## src/rtl/mmu_sequencer.sv

```systemverilog
// mmu_sequencer: job controller for the 2x2 systolic MMU feeder.
// Loads weights/inputs from a host byte stream, runs a fixed compute
// window, captures four int8 results and streams them back.
//
// Optional feature macro: WEIGHT_REUSE_EN (adds host_keep_w; a job may
// reuse the previous weights and load only the four input bytes).
//
// Ports:
//   clk, rst_n                  clock, async active-low reset
//   host_data/valid/ready       host ingress byte stream
//   result_data/valid/ready     result egress byte stream
//   busy, err                   status (err is sticky until reset)
//   feeder_en, mmu_cycle,
//   output_sel                  feeder control
//   feeder_done, feeder_result  feeder status / selected result
//   weight0..3, input0..3       operand registers to the feeder
//   host_keep_w                 reuse weights (WEIGHT_REUSE_EN only)
module mmu_sequencer #(
   parameter int OUT_FIRST_CYCLE = 2,
   parameter int LAST_CYCLE      = 5
) (
   input  logic       clk,
   input  logic       rst_n,
   input  logic [7:0] host_data,
   input  logic       host_valid,
   output logic       host_ready,
`ifdef WEIGHT_REUSE_EN
   input  logic       host_keep_w,
`endif
   output logic [7:0] result_data,
   output logic       result_valid,
   input  logic       result_ready,
   output logic       busy,
   output logic       err,
   output logic       feeder_en,
   output logic [2:0] mmu_cycle,
   output logic [1:0] output_sel,
   input  logic       feeder_done,
   input  logic [7:0] feeder_result,
   output logic [7:0] weight0,
   output logic [7:0] weight1,
   output logic [7:0] weight2,
   output logic [7:0] weight3,
   output logic [7:0] input0,
   output logic [7:0] input1,
   output logic [7:0] input2,
   output logic [7:0] input3
);

   localparam logic [2:0] FIRST_C = 3'(OUT_FIRST_CYCLE);
   localparam logic [2:0] LAST_C  = 3'(LAST_CYCLE);

   typedef enum logic [1:0] {
      S_IDLE,
      S_LOAD,
      S_RUN,
      S_DRAIN
   } state_t;

   state_t      state_q, state_d;
   logic [2:0]  load_cnt_q, load_cnt_d;
   logic [1:0]  res_idx_q, res_idx_d;
   logic [7:0]  w_q   [4];
   logic [7:0]  w_d   [4];
   logic [7:0]  in_q  [4];
   logic [7:0]  in_d  [4];
   logic [7:0]  buf_q [4];
   logic [7:0]  buf_d [4];
   logic        wl_q, wl_d;
   logic        err_q, err_d;
   logic        en_q, en_d;
   logic [2:0]  cyc_q, cyc_d;

   logic        accept;
   logic        res_hs;
   logic        in_window;
   logic [1:0]  sel;
   logic [2:0]  start_slot;
   logic [2:0]  wr_slot;

   assign host_ready   = (state_q == S_IDLE) || (state_q == S_LOAD);
   assign busy         = (state_q != S_IDLE);
   assign result_valid = (state_q == S_DRAIN);
   assign result_data  = buf_q[res_idx_q];
   assign err          = err_q;
   assign feeder_en    = en_q;
   assign mmu_cycle    = cyc_q;
   assign output_sel   = sel;

   assign weight0 = w_q[0];
   assign weight1 = w_q[1];
   assign weight2 = w_q[2];
   assign weight3 = w_q[3];
   assign input0  = in_q[0];
   assign input1  = in_q[1];
   assign input2  = in_q[2];
   assign input3  = in_q[3];

   assign accept = host_valid && host_ready;
   assign res_hs = result_valid && result_ready;

   // Capture window: feeder reports results for these cycle indices.
   assign in_window = (state_q == S_RUN)
                   && (cyc_q >= FIRST_C)
                   && (cyc_q <= LAST_C);
   assign sel = in_window ? 2'(cyc_q - FIRST_C) : 2'd0;

   // A weight-reuse job starts directly at the first input slot.
   always_comb begin
      start_slot = 3'd0;
`ifdef WEIGHT_REUSE_EN
      if (host_keep_w && wl_q) start_slot = 3'd4;
`endif
   end

   assign wr_slot = (state_q == S_IDLE) ? start_slot : load_cnt_q;

   always_comb begin
      state_d    = state_q;
      load_cnt_d = load_cnt_q;
      res_idx_d  = res_idx_q;
      w_d        = w_q;
      in_d       = in_q;
      buf_d      = buf_q;
      wl_d       = wl_q;
      err_d      = err_q;
      en_d       = en_q;
      cyc_d      = cyc_q;

      // Slot 0-3 -> weights, 4-7 -> inputs.
      if (accept) begin
         if (wr_slot[2]) in_d[wr_slot[1:0]] = host_data;
         else            w_d[wr_slot[1:0]]  = host_data;
      end

      unique case (state_q)
         S_IDLE: begin
            if (accept) begin
               load_cnt_d = wr_slot + 3'd1;
               state_d    = S_LOAD;
            end
         end
         S_LOAD: begin
            if (accept) begin
               if (load_cnt_q == 3'd7) begin
                  load_cnt_d = 3'd0;
                  wl_d       = 1'b1;
                  en_d       = 1'b1;
                  cyc_d      = 3'd0;
                  state_d    = S_RUN;
               end else begin
                  load_cnt_d = load_cnt_q + 3'd1;
               end
            end
         end
         S_RUN: begin
            cyc_d = cyc_q + 3'd1;
            // Capture happens even when the feeder is not done;
            // the miss is only flagged through err.
            if (in_window) begin
               buf_d[sel] = feeder_result;
               if (!feeder_done) err_d = 1'b1;
            end
            if (cyc_q == LAST_C) begin
               en_d      = 1'b0;
               cyc_d     = 3'd0;
               res_idx_d = 2'd0;
               state_d   = S_DRAIN;
            end
         end
         S_DRAIN: begin
            if (res_hs) begin
               res_idx_d = res_idx_q + 2'd1;
               if (res_idx_q == 2'd3) state_d = S_IDLE;
            end
         end
         default: state_d = S_IDLE;
      endcase
   end

   always_ff @(posedge clk or negedge rst_n) begin
      if (!rst_n) begin
         state_q    <= S_IDLE;
         load_cnt_q <= 3'd0;
         res_idx_q  <= 2'd0;
         for (int i = 0; i < 4; i++) begin
            w_q[i]   <= 8'd0;
            in_q[i]  <= 8'd0;
            buf_q[i] <= 8'd0;
         end
         wl_q       <= 1'b0;
         err_q      <= 1'b0;
         en_q       <= 1'b0;
         cyc_q      <= 3'd0;
      end else begin
         state_q    <= state_d;
         load_cnt_q <= load_cnt_d;
         res_idx_q  <= res_idx_d;
         w_q        <= w_d;
         in_q       <= in_d;
         buf_q      <= buf_d;
         wl_q       <= wl_d;
         err_q      <= err_d;
         en_q       <= en_d;
         cyc_q      <= cyc_d;
      end
   end

endmodule

```

## config.mk

```make
export PLATFORM = sky130hd
export DESIGN_NAME = mmu_sequencer
export DESIGN_NICKNAME = d
export VERILOG_FILES = /design/src/rtl/mmu_sequencer.sv
export SDC_FILE = /design/constraint.sdc
export NUM_CORES = 1
export LEC_CHECK = 0
export ABC_AREA = 1
export CORE_MARGIN = 2
export CORE_UTILIZATION = 50
export DETAILED_ROUTE_END_ITERATION = 10
export HOLD_SLACK_MARGIN = 0.05
export PLACE_DENSITY = 0.8
export SLEW_MARGIN = 20
export SYNTH_ARGS = -nofsm -noshare
export SYNTH_HDL_FRONTEND = slang
export SYNTH_SLANG_ARGS = --single-unit
```

## constraint.sdc

```tcl
create_clock -name clk -period 2 [get_ports clk]
set_clock_uncertainty 0.1 [all_clocks]
set_input_delay 0.3 -clock clk [delete_from_list [all_inputs] [get_ports clk]]
set_output_delay 0.3 -clock clk [all_outputs]
set_load 0.01 [all_outputs]
```

Word-level counts from Yosys, hierarchy flattened
Index checks and enable logic that the tools add are counted.
W data, S select, Z words.
{"block": "classes", "reduce_logical": 21, "mux": 34, "order_cmp": 7, "bitwise": 5, "n_eq_ne": 12, "add_sub_neg": 5}
{"op": "$bwmux W32", "n": 3}
{"op": "$demux W8 S2", "n": 2}
{"op": "$mux W8", "n": 4}
{"op": "$mux W3", "n": 7}
{"op": "$mux W2", "n": 9}
{"op": "$bmux W8 S2", "n": 1}
{"op": "$pmux W3 S2", "n": 2}
{"op": "$reduce_and A3 Y1", "n": 4}
{"op": "$add A3 B1 Y3 const B", "n": 3}
{"op": "$ge A3 B3 Y1 const B", "n": 3}
{"op": "$not A2 Y3", "n": 3}
{"op": "$ne A2 B1 Y1 const B", "n": 4}
{"op": "$pmux W2 S4", "n": 1}
{"op": "$reduce_bool A2 Y1", "n": 4}
{"op": "$eq A2 B2 Y1 const B", "n": 3}
{"op": "$eq A3 B3 Y1 const B", "n": 2}
{"op": "$logic_and A1 B1 Y1", "n": 6}
{"op": "$lt A3 B1 Y1 const B", "n": 2}
{"op": "$reduce_and A2 Y1", "n": 3}
{"op": "$reduce_and A6 Y1", "n": 1}
{"op": "$ne A2 B2 Y1 const B", "n": 2}
{"op": "$pmux W2 S2", "n": 1}
{"op": "$reduce_and A4 Y1", "n": 1}
{"op": "$ge A3 B2 Y1 const B", "n": 1}
{"op": "9 further kinds", "n": 12}
{"block": "word_totals", "word_cells": 102, "output_inout_bits": 82, "in_bits": 21, "register_bits": 108}

Logic depth before layout (Yosys ltp)
{"block": "logic_depth", "depth_word": 10, "mapped_depth": 11, "depth_no_buf": 9}

Worst setup path before layout
No wires, ideal clock.
{"block": "synth_path", "path_kind": "register to register", "from": "reg state_q[0]", "to": "reg in_q (netlist bit input3[5])", "slack_ns": 0.232, "setup_ns": 0.128, "path_buffers": 1, "t_arrival_ns": 1.540, "required_ns": 1.772, "path_stages_with_launch": 9, "period_less_slack_ns": 1.768, "path_cell_list": "dfrtp_1 > inv_1 > ha_1 > nor2_1 > ha_1 > nand3_4 > buf_6 > nand2_1 > o21ai_1"}
{"block": "synth_via", "elab_chain_len": 8, "elab_cells_between_ends": 13, "classes_between": "order compare (2); eq/ne (1); mux (4); bitwise (1); reduce/logical (5)"}
{"item": "start, declared", "line": "60", "text": "state_t state_q, state_d;"}
{"item": "start signal, assigned", "line": "196", "text": "state_q <= state_d;"}
{"item": "$logic_not A2 Y1", "line": "81, 116"}
{"item": "$mux W3", "line": "116", "text": "assign wr_slot = (state_q == S_IDLE) ? start_slot : load_cnt_q;"}
{"item": "$not A2 Y3 (not written as such)", "line": "132", "text": "if (wr_slot[2]) in_d[wr_slot[1:0]] = host_data;"}
{"item": "$ge A3 B3 Y1 (not written as such) / $lt A3 B1 Y1 (equally long branches)", "line": "132"}
{"item": "$logic_and A1 B1 Y1 (not written as such)", "line": "132"}
{"item": "$mux W8 (not written as such)", "line": "132"}
{"item": "$demux W8 S2", "line": "132"}
{"item": "$bwmux W32", "line": "132"}
{"item": "end signal, assigned", "line": "200", "text": "in_q <= in_d;"}
{"item": "end, declared", "line": "65", "text": "logic [7:0] in_q [4];"}
Parallel ways exist; a longest one is shown, timed or not.
A chain may end at the register's enable or synchronous reset.

Final worst setup path
{"block": "layout_path", "from": "reg cyc_q[1] (netlist: mmu_cycle[1])", "to": "out mmu_cycle[1]"}
{"item": "start, declared", "line": "72", "text": "logic [2:0] cyc_q, cyc_d;"}
{"item": "start signal, assigned", "line": "205", "text": "cyc_q <= cyc_d;"}
{"item": "end, declared", "line": "36", "text": "output logic [2:0] mmu_cycle,"}
No word-level cell between the ends.

==> flow_summary.toml <==
[status]
status = "finished, final reports clean"

[yosys]
ys_seq_area_share_pct = 56.18
synth_cells = 503
ys_seq_elements = 108
syn_area_per_cell_um2 = 9.564
ys_warn_count = 0
syn_area_um2 = 4811
synthesis.nets = 536
yosys.area.top_type_share_pct = 56.18
synth_cell_types = 32
synthTopCellsByArea = "dfrtp_1 (56%), nand2_1 (9.9%), o21ai_0 (6.1%)"
yosysTopAreaCell = "dfrtp_1"

[timing]
fin_hold_ws_ns = 0.3657
setup_viol = 0
slew_headroom_pct = 67.80
worst_pin_slew_ns = 0.4830
max_freq_ghz = 0.5182
hold_viol_final = 0
slew_violations = 0
fin_crit_sh_pct = 96.50
final.min_clock_period_ns = 1.930

[routing]
wl_mm = 11.37
first_pass_iters = 4
num_vias = 3862
ant_nets = 0
drc = 0
wl_per_cell_um = 15.12
drt-initial-drc-count = 130
vias_per_cell = 5.136

[place]
hpwl_mm = 7.890
gp_congestion = 0.8020
io_buffers = 102

[final_layout]
drive_gt1_share_pct = 15.41
area_delta_synth_final_pct = 29.54
nets = 651
diodes = 0
fillers = 787
final_common_cell = "nand2_1"
mostFrequentLayoutCells = "nand2_1 (127), dfrtp_1 (107), clkdlybuf4s50_1 (88)"

[floorplan]
rows = 35
die_h_um = 102.1
die_w_um = 102.1
core_um2 = 9284
die_area_um2 = 10420
initial_utilization_pct = 51.82
num_io_pins = 103

[pwr]
power.density_nw_per_um2 = 1470
p_leak_nw = 2.947
finalPower_w = 0.009164
peakVddDrop_mv = 0.8940

[worst_setup_path]
critical_path_class = "register to output pin"
worstSetupEndpointType = "output pin"
critPathMaxStageDelay_ns = 0.61
critPathArrivalTime_ns = 1.53
start_kind = "register"
cp_max_fo = 10
crit_chain = "clkdlybuf4s50_1"
critPathSlowestCell = "clkdlybuf4s50_1"
cp.required_ns = 1.60
path_delay_family = "buffers and inverters"
crit_buf_inv = 1

[global_route]
grtUsageTotal_pct = 22.50
grt_max_degree = 42
grt_overflow = 0
antenna_found_initial = 0
grt_pass1_wl_mm = 18.06
grt_pass1_vias = 3712

[clocking]
numCtsBuffers = 9
worstSkewPairLatency_ns = 0.36
cts_root_buf = "clkbuf_8"
clk_pin_slew_ns = 0.11
cts_max_level = 3
cts.sinks = 108
cts_tree = "done"
cts.path.max_buffers = 2

[hold_path]
min_path_type = "input pin to asynchronous set/reset pin"

[job]
max_cap_viol_count = 0
[layout make-up]
type,count,area [µm²],share of cell area (%)
Tap cell,129,161.4,2.590
Timing Repair Buffer,123,1182,18.97
Timing Repair inverter,1,7.507,0.1205
Inverter,47,190.2,3.052
Multi-Input combinational cell,328,1775,28.49
Clock buffer,10,127.6,2.048
Clock inverter,6,83.83,1.345
Sequential cell,108,2704,43.38
[sequential cells by signal, summed over array words and instances, names as in the netlist]
name and cells:
buf_q 32, err 1, feeder_en 1, input0 8
input1 8, input2 8, input3 8, load_cnt_q 3
mmu_cycle 3, res_idx_q 2, state_q 2, weight0 8
weight1 8, weight2 8, weight3 8
[metal layers]
layer | global-route usage (%) | vias up | part of all wire (%)
met4 | 7.179 | 0 | 1.1
li1 | - | 1871 | -
met1 | 29.06 | 1865 | 44
met5 | 0 | - | 0
met3 | 6.703 | 11 | 7.5
met2 | 36.79 | 115 | 47
[final timing paths]
| check | from | endpoint | slack, ns | cells past startpoint |
|---|---|---|---|---|
| min reg2reg | err | err | 0.39 | 1 |
| min in group clk | err | err | 0.39 | 1 |
| max | mmu_cycle[1] | mmu_cycle[1] | 0.07 | 1 |
| min | rst_n | load_cnt_q[2] | 0.37 | 2 |
| max reg2reg | state_q[0] | input3[7] | 0.16 | 7 |
| max in group asynchronous | rst_n | res_idx_q[1] | 0.85 | 3 |
[cells in the mapped netlist (all sizes together)]
| library cell | number |
|---|---|
| buf | 16 |
| inv | 47 |
| or2 | 1 |
| o21a | 1 |
| nand3 | 13 |
| nor2 | 19 |
| a31oi | 1 |
| a32oi | 1 |
| nand4 | 3 |
| clkbuf | 4 |
| o21ai | 124 |
| a21oi | 10 |
| xor2 | 1 |
| nor3 | 1 |
| nand2 | 139 |
| o21bai | 1 |
| o22ai | 1 |
| ha | 12 |
| dfrtp | 108 |
[power by group]
| part | leakage (nW) | switching, W | internal [W] |
|---|---|---|---|
| Clock | 0.105 | 0.000794 | 0.000607 |
| Combinational | 1.60 | 0.00227 | 0.00211 |
| Sequential | 1.24 | 0.000469 | 0.00291 |
| Total | 2.95 | 0.00353 | 0.00563 |
[kinds of logic after synthesis]
group,count (synthesis),share of synthesized area (%)
AND/OR/NAND/NOR,176,17.24
flip-flops,108,56.18
XOR/XNOR,1,0.1821
buffers and inverters,67,7.334
AO/OA/AOI/OAI,139,15.94
adder cells (fa/ha/maj),12,3.121
[repair_timing]
| item | CTS | global route |
|---|---|---|
| gates cloned | 1 | 0 |
| endpoints found under the setup margin | 20 | 13 |
| hold buffers | 1 | 0 |
| gates resized for setup | 36 | 19 |
| setup buffers | 7 | 2 |
| endpoints found under the hold margin | 33 | 0 |
[through the flow]
| stage | instances | TNS, ns | instance area [µm²] | util [%] | setup slack [ns] |
|---|---|---|---|---|---|
| 3_3_place_gp | 725 | 0 | 5942 | 64.00 | 0.07388 |
| 5_1_grt | 752 | -0.008907 | 6232 | 67.13 | -0.005691 |
| 2_1_floorplan | 503 | 0 | 4811 | - | 0.2319 |
| 3_5_place_dp | 725 | 0 | 5942 | 64.00 | 0.004879 |
| 6_report | 752 | 0 | 6232 | 67.13 | 0.07006 |
| 4_1_cts | 750 | 0 | 6220 | 66.99 | 0.01398 |
Note: power is estimated with default switching activity, not from simulation.
